**src/rtl/limb_serial_adder.sv**
```systemverilog
// Purpose: wide adder that adds one 4-bit limb per clock, carrying between limbs in a 1-bit register.
// Latency: out_valid rises LIMBS cycles after the accept edge; ops are spaced at least LIMBS+2 cycles apart.
// Backpressure: one op in flight; in_ready is low until the result handshake, and the result is held until out_ready.
module limb_serial_adder #(
  parameter int LIMBS = 4
) (
  input  logic               clk,
  input  logic               rst,
  input  logic               in_valid,
  output logic               in_ready,
  input  logic [4*LIMBS-1:0] in_a,
  input  logic [4*LIMBS-1:0] in_b,
  input  logic               in_cin,
  output logic               out_valid,
  input  logic               out_ready,
  output logic [4*LIMBS-1:0] out_sum,
  output logic               out_cout,
  output logic               busy
);

  localparam int W    = 4 * LIMBS;
  localparam int IDXW = (LIMBS > 1) ? $clog2(LIMBS) : 1;
  localparam logic [IDXW-1:0] LAST = IDXW'(LIMBS - 1);

  typedef enum logic [1:0] {IDLE, RUN, DONE} state_t;

  state_t          state;
  state_t          state_nxt;
  logic [W-1:0]    a_reg;
  logic [W-1:0]    b_reg;
  logic            carry;
  logic [IDXW-1:0] idx;
  logic [3:0]      a_limb;
  logic [3:0]      b_limb;
  logic [3:0]      limb_sum;
  logic            limb_cout;
  logic            c;
  logic            accept;

  assign accept = in_valid & in_ready;
  assign a_limb = a_reg[4*idx +: 4];
  assign b_limb = b_reg[4*idx +: 4];

  // 4-bit ripple-carry adder for the current limb, fed by the held carry
  always_comb begin
    limb_sum = '0;
    c        = carry;
    for (int i = 0; i < 4; i++) begin
      limb_sum[i] = a_limb[i] ^ b_limb[i] ^ c;
      c           = (a_limb[i] & b_limb[i]) | (c & (a_limb[i] ^ b_limb[i]));
    end
    limb_cout = c;
  end

  // State register; reset aborts any op in flight
  always_ff @(posedge clk) begin
    if (rst) state <= IDLE;
    else     state <= state_nxt;
  end

  // Next-state: accept in IDLE, step through limbs in RUN, wait for handshake in DONE
  always_comb begin
    state_nxt = state;
    case (state)
      IDLE:    if (accept) state_nxt = RUN;
      RUN:     if (idx == LAST) state_nxt = DONE;
      DONE:    if (out_ready) state_nxt = IDLE;
      default: state_nxt = IDLE;
    endcase
  end

  // Handshake outputs decoded from state; in_ready held low during reset
  always_comb begin
    in_ready  = (state == IDLE) && !rst;
    out_valid = (state == DONE);
    busy      = (state == RUN) || (state == DONE);
  end

  // Datapath: capture operands on accept, write one limb of the sum per RUN cycle
  always_ff @(posedge clk) begin
    if (rst) begin
      a_reg    <= '0;
      b_reg    <= '0;
      carry    <= 1'b0;
      idx      <= '0;
      out_sum  <= '0;
      out_cout <= 1'b0;
    end else begin
      case (state)
        IDLE: begin
          if (accept) begin
            a_reg   <= in_a;
            b_reg   <= in_b;
            carry   <= in_cin;
            idx     <= '0;
            out_sum <= '0;
          end
        end
        RUN: begin
          out_sum[4*idx +: 4] <= limb_sum;
          carry               <= limb_cout;
          if (idx == LAST) begin
            out_cout <= limb_cout;
            idx      <= '0;
          end else begin
            idx <= idx + IDXW'(1);
          end
        end
        default: ;
      endcase
    end
  end

endmodule

```
**config.mk**
```make
export PLATFORM = sky130hd
export DESIGN_NAME = limb_serial_adder
export DESIGN_NICKNAME = d
export VERILOG_FILES = /design/src/rtl/limb_serial_adder.sv
export SDC_FILE = /design/constraint.sdc
export NUM_CORES = 1
export LEC_CHECK = 0
export CAP_MARGIN = 20
export CORE_ASPECT_RATIO = 1.5
export CORE_MARGIN = 2
export CORE_UTILIZATION = 55
export CTS_CLUSTER_SIZE = 20
export DETAILED_ROUTE_END_ITERATION = 6
export PLACE_DENSITY = 0.91
export SKIP_CTS_REPAIR_TIMING = 1
export SLEW_MARGIN = 20
export SYNTH_ARGS = -nofsm -noshare
export SYNTH_HDL_FRONTEND = slang
export SYNTH_SLANG_ARGS = --single-unit
```
**constraint.sdc**
```tcl
create_clock -name clk -period 5.7 [get_ports clk]
set_input_delay 1.425 -clock clk [delete_from_list [all_inputs] [get_ports clk]]
set_output_delay 1.425 -clock clk [all_outputs]
set_load 0.01 [all_outputs]
```
==> key figures, run 1 <==
Logic synthesis
  – #FFs+latches synth: 54
  – Post-synthesis area per instance: 9.65 sq um
  – Distinct cells, synth: 37
  – Synthesized Nets: 340
  – YS warnings: 0
  – Syn Inst Count: 290
  – Synthesized area: 2800 sq um
  – Register area share after synthesis: 38.6%
  – Top cells by area, synth: dfxtp_1 39%, nand2b_1 11%, mux4_1 5.6%
  – Synth top area share: 38.6%
  – Area leader, netlist: dfxtp_1

Place
  – Post-DP Area: 3320 sq um
  – DP Wirelength: 3940 um
  – DP Worst Slack: 1.69 ns
  – I/O Buffers: 56
  – Gpl congestion: 0.807

Clock network
  – Htree depth: 2
  – Number of buffers created by CTS: 5
  – CTS Root Cell: clkbuf_8
  – Clock sink total: 54
  – CTS tree: built
  – Clk_lat worst skew: 0.31 ns
  – CTS max path bufs: 2
  – Clock-pin transition on the worst setup and hold timing paths: 0.09 ns

Setup path
  – CP required: 4.28 ns
  – CP Class: in2out
  – Startpoint types: input port
  – Worst Setup SP: rst
  – Crit end category: output pin
  – Max FO, Critical Path: 2
  – R2R Path Start: idx[0]$_SDFFE_PP0P_
  – CP arrival: 2.58 ns

Floorplan
  – I/O pin count: 57
  – Die width: 62.2 um
  – Initial core utilization: 57.7%
  – Core Region: 4850 sq um
  – Die ar.: 5690 sq um
  – FP Rows: 31
  – Die height: 91.4 um

Routing
  – DR vias: 2,148
  – Wire length per cell: 13.9 um
  – Initial DRT Pass Iterations: 4
  – Routed WL: 5610 um
  – DR iter-0 viols: 86
  – Via-per-instance ratio: 5.34
  – DRT antenna net count: 0
  – Drc violations: 0

Outcome
  – Status: completed

Layout
  – Final nets: 385
  – Most common cell after layout, fill and taps aside: clkdlybuf4s50_1
  – Share of post-route cells with drive strength above 1: 6.85%
  – Seq. cell area: 1080 sq um
  – Fin area: 3470 sq um
  – Most frequent cells in the layout: 56 x clkdlybuf4s50_1, 54 x dfxtp_1, 48 x nand2b_1
  – Area of the multi-input gates: 1540 sq um
  – ANT cells: 0
  – Area Growth Syn to Fin: 23.9%
  – Fillers: 346

Power
  – Pleak: 1.27 nW
  – Power Total: 1.24 mW
  – Power per cell area: 356 nW/um^2
  – Max IR drop VDD: 0.243 mV

STA
  – Slew @ Worst Pin: 0.947 ns
  – Final min period: 4.00 ns
  – Clock skew: 0.00589 ns
  – Setup ws final: 1.70 ns
  – Endpoints failing hold: 0
  – Final setup violation count: 0
  – Tcrit/Tclk final: 70.2%
  – Total negative slack: 0 ns
  – RSZ-0062 raised after global routing: no
  – Slew HR: 36.9%
  – Max Fclk: 250 MHz
  – Max Transition Viols Final: 0

Global routing
  – First-pass GRT wire length: 9670 um
  – Largest net degree at the start of global routing: 65
  – Initial antenna violation count: 0
  – GRT overflow: 0
  – Vias in the first global route: 2,242
  – Total GRT Usage: 21.0%

Run
  – Max Cap Viol: 0

Min path
  – Hold Path Class: reg2reg
  – HP Start: a_reg[5]$_SDFFE_PP0P_
## final timing paths
check | to | slack (ns) | depth (start not counted)
worst max-delay path | in_ready | 1.70 | 3
worst min-delay path | a_reg[5]$_SDFFE_PP0P_ | 0.46 | 2
worst max register to register | out_sum[7]$_SDFFE_PP0P_ | 2.09 | 12
worst min register to register | a_reg[5]$_SDFFE_PP0P_ | 0.46 | 2
## stage by stage
step                      hold slack [ns]  util, %  cells
after floorplan                     0.437        -    290
after global placement              0.447     68.6    394
after detailed placement            0.453     68.6    394
after CTS                           0.468     71.5    402
after global routing                0.490     71.5    402
final                               0.464     71.5    402
## critical path, cell delays in order
cell and delay [ns]:
clkdlybuf4s50_1 0.46, nor2b_1 0.15, clkdlybuf4s50_1 0.55
## cells by family (layout without fill, tap and decap cells)
family | Yosys count | count (layout) | share of synthesized area [%]
AOI/OAI and AO/OA | 49 | 49 | 11.1
DFF | 54 | 54 | 38.6
and+or+nand+nor | 117 | 117 | 23.5
muxes | 25 | 25 | 13.6
buffers and inverters | 32 | 78 | 6.22
adders and majority gates | 13 | 13 | 6.89
## metal layers
| metal | GRT usage (%) | part of all wire, % | wire (um) |
|---|---|---|---|
| met5 | 0 | 0 | 0 |
| met2 | 39.2 | 54 | 3050 |
| met1 | 23.1 | 40 | 2230 |
| met4 | 9.63 | 2.6 | 148 |
| met3 | 3.10 | 3.3 | 184 |
## cell usage after synthesis, drive strengths merged
cell	count
a32oi	2
mux2i	16
and4bb	1
mux2	1
nand3	5
and3	1
nor2	5
a21oi	8
o31ai	2
nand4	6
fa	4
ha	9
a311o	1
mux4	8
dfxtp	54
nand2b	49
inv	13
a22o	2
nor4b	1
buf	14
nor2b	6
a32o	2
nor4bb	1
clkbuf	5
nand2	39
nand3b	1
and3b	2
o21ai	32
## report_power, final
group	internal (mW)	leakage, nW	total (mW)	switching (mW)
sequential	0.432	0.441	0.473	0.0410
clock	0.187	0.0714	0.309	0.122
combinational	0.211	0.760	0.454	0.243
total	0.830	1.27	1.24	0.405
## final cells by class
type                            instances  share of cell area, %
Inverter                               13                   1.41
Clock inverter                          2                   1.73
Sequential cell                        54                   31.2
Multi-Input combinational cell        204                   44.5
Tap cell                               66                   2.38
Clock buffer                            6                   2.38
Timing Repair Buffer                   57                   16.4
Note: power is estimated with default switching activity, not from simulation.
==> run 2, diff against run 1 <==
- CORE_UTILIZATION: 55 -> 46
- PLACE_DENSITY: 0.91 -> 0.82
- clock period: 5.7 -> 3.6 ns (I/O delays scaled with it)
==> key figures, run 2 (synthesized netlist as in run 1, its figures left out) <==
Run
  – Max Cap Viol: 0

Global routing
  – Initial antenna violation count: 0
  – Total GRT Usage: 17.3%
  – Vias in the first global route: 2,041
  – Largest net degree at the start of global routing: 65
  – First-pass GRT wire length: 9060 um
  – GRT overflow: 0

Min path
  – Hold Path Class: reg2reg
  – HP Start: out_cout$_SDFFE_PP0P_

Setup path
  – Max FO, Critical Path: 7
  – Critical-path cell list: mux4_2 > inv_1 > fa_1 > inv_1 > fa_1 > inv_1 > fa_1 > inv_1 > fa_1 > nor2b_1 > nand4_1 > mux2i_1
  – CP max stage delay: 0.54 ns
  – CP Class: reg2reg
  – CP arrival: 3.26 ns
  – Crit path max-delay family: adder cells
  – CP required: 3.84 ns
  – Critical path buffers and inverters: 4
  – Crit end category: register
  – Crit-path slowest cell: mux4_2
  – Startpoint types: register
  – R2R Path Start: idx[0]$_SDFFE_PP0P_
  – Worst Setup SP: idx[0]$_SDFFE_PP0P_

Routing
  – DRT antenna net count: 0
  – Initial DRT Pass Iterations: 4
  – DR iter-0 viols: 116
  – Routed WL: 5270 um
  – Drc violations: 0
  – Via-per-instance ratio: 5.10
  – Wire length per cell: 12.9 um
  – DR vias: 2,091

Clock network
  – CTS max path bufs: 2
  – Htree depth: 2
  – Clock sink total: 54
  – CTS Root Cell: clkbuf_8
  – Clk_lat worst skew: 0.30 ns
  – Number of buffers created by CTS: 5
  – Clock-pin transition on the worst setup and hold timing paths: 0.09 ns
  – CTS tree: built

Power
  – Net switching power: 0.619 mW
  – Pleak: 1.26 nW
  – Share of total power in the clock network: 19.0%
  – Switching part of the total: 34.4%
  – Seq pwr share: 40.8%
  – Pint: 1.18 mW
  – Power per cell area: 523 nW/um^2
  – Max IR drop VDD: 0.258 mV
  – Gate power share: 40.2%

Layout
  – Most frequent cells in the layout: 56 x clkdlybuf4s50_1, 54 x dfxtp_1, 48 x nand2b_1
  – Share of post-route cells with drive strength above 1: 7.10%
  – Area of the multi-input gates: 1540 sq um
  – Fin cells: 410
  – ANT cells: 0
  – Area Growth Syn to Fin: 22.9%
  – Final nets: 387
  – Fillers: 508
  – Most common cell after layout, fill and taps aside: clkdlybuf4s50_1
  – Seq. cell area: 1080 sq um

STA
  – Final min period: 3.03 ns
  – Max Fclk: 331 MHz
  – Total negative slack: 0 ns
  – Endpoints failing hold: 0
  – Tcrit/Tclk final: 84.0%
  – Slew @ Worst Pin: 0.932 ns
  – Clock skew: 0.00667 ns
  – Final setup violation count: 0
  – Max Transition Viols Final: 0
  – RSZ-0062 raised after global routing: no
  – Slew HR: 37.9%

Place
  – I/O Buffers: 56
  – Gpl congestion: 0.796
  – Dpl cells: 402
  – DP Wirelength: 3940 um

Floorplan
  – Initial core utilization: 48.0%
  – Die width: 67.7 um
  – Die ar.: 6730 sq um
  – I/O pin count: 57
  – Core Region: 5830 sq um
  – FP Rows: 34
  – Die height: 99.5 um

Outcome
  – Status: completed
run 2: changes by cell type in the layout (fill, tap and decap cells not counted):
cell       change
clkinv_2       +1
bufinv_16      -2
clkbuf_1       +1
buf_4          +2
run 2: final timing paths:
kind / to / slack (ns) / cells past startpoint
worst max-delay path: out_sum[7]$_SDFFE_PP0P_ / 0.57 / 12
worst max register to register: out_sum[7]$_SDFFE_PP0P_ / 0.57 / 12
worst min-delay path: out_cout$_SDFFE_PP0P_ / 0.47 / 2
worst min register to register: out_cout$_SDFFE_PP0P_ / 0.47 / 2
run 2: power groups by stage:
stage               logic (mW)  registers, mW  clock network (mW)
finish                   0.723          0.734               0.342
global route             0.802          0.745               0.370
global placement         0.713          0.748                   0
floorplan                0.589          0.733                   0
CTS                      0.730          0.737               0.350
detailed placement       0.724          0.750                   0
run 2: routing by layer:
metal | track usage, % | vias up | routed length (um) | part of all wire, %
met2 | 31.3 | 38 | 2960 | 56
met1 | 20.1 | 970 | 2070 | 39
met4 | 6.12 | 0 | 89 | 1.7
met5 | 0 | - | 0 | 0
li1 | - | 1077 | - | -
met3 | 2.38 | 6 | 149 | 2.8
run 2: cell type report:
cell class | count | share of cell area [%]
multi-input combinational | 204 | 44.9
sequential | 54 | 31.4
timing repair buffer | 59 | 17.0
tap | 72 | 2.62
clock buffer | 7 | 2.51
inverter | 13 | 1.42
clock inverter | 1 | 0.146
run 2: worst min-delay path, cell delays in order, from the launching register on:
cell and delay [ns]:
dfxtp_1 0.32, nand2_1 0.05, a21oi_1 0.05
run 2: metrics by stage:
| step | power [mW] | setup WS [ns] | hold WS (ns) | instance area (sq um) | util, % |
|---|---|---|---|---|---|
| after detailed placement | 1.47 | 0.589 | 0.458 | 3350 | 57.4 |
| final | 1.80 | 0.575 | 0.470 | 3440 | 59.0 |
| after CTS | 1.82 | 0.565 | 0.473 | 3440 | 59.0 |
| after floorplan | 1.32 | 0.606 | 0.437 | 2800 | - |
| after global placement | 1.46 | 0.641 | 0.450 | 3350 | 57.4 |
| after global routing | 1.92 | 0.359 | 0.486 | 3440 | 59.0 |
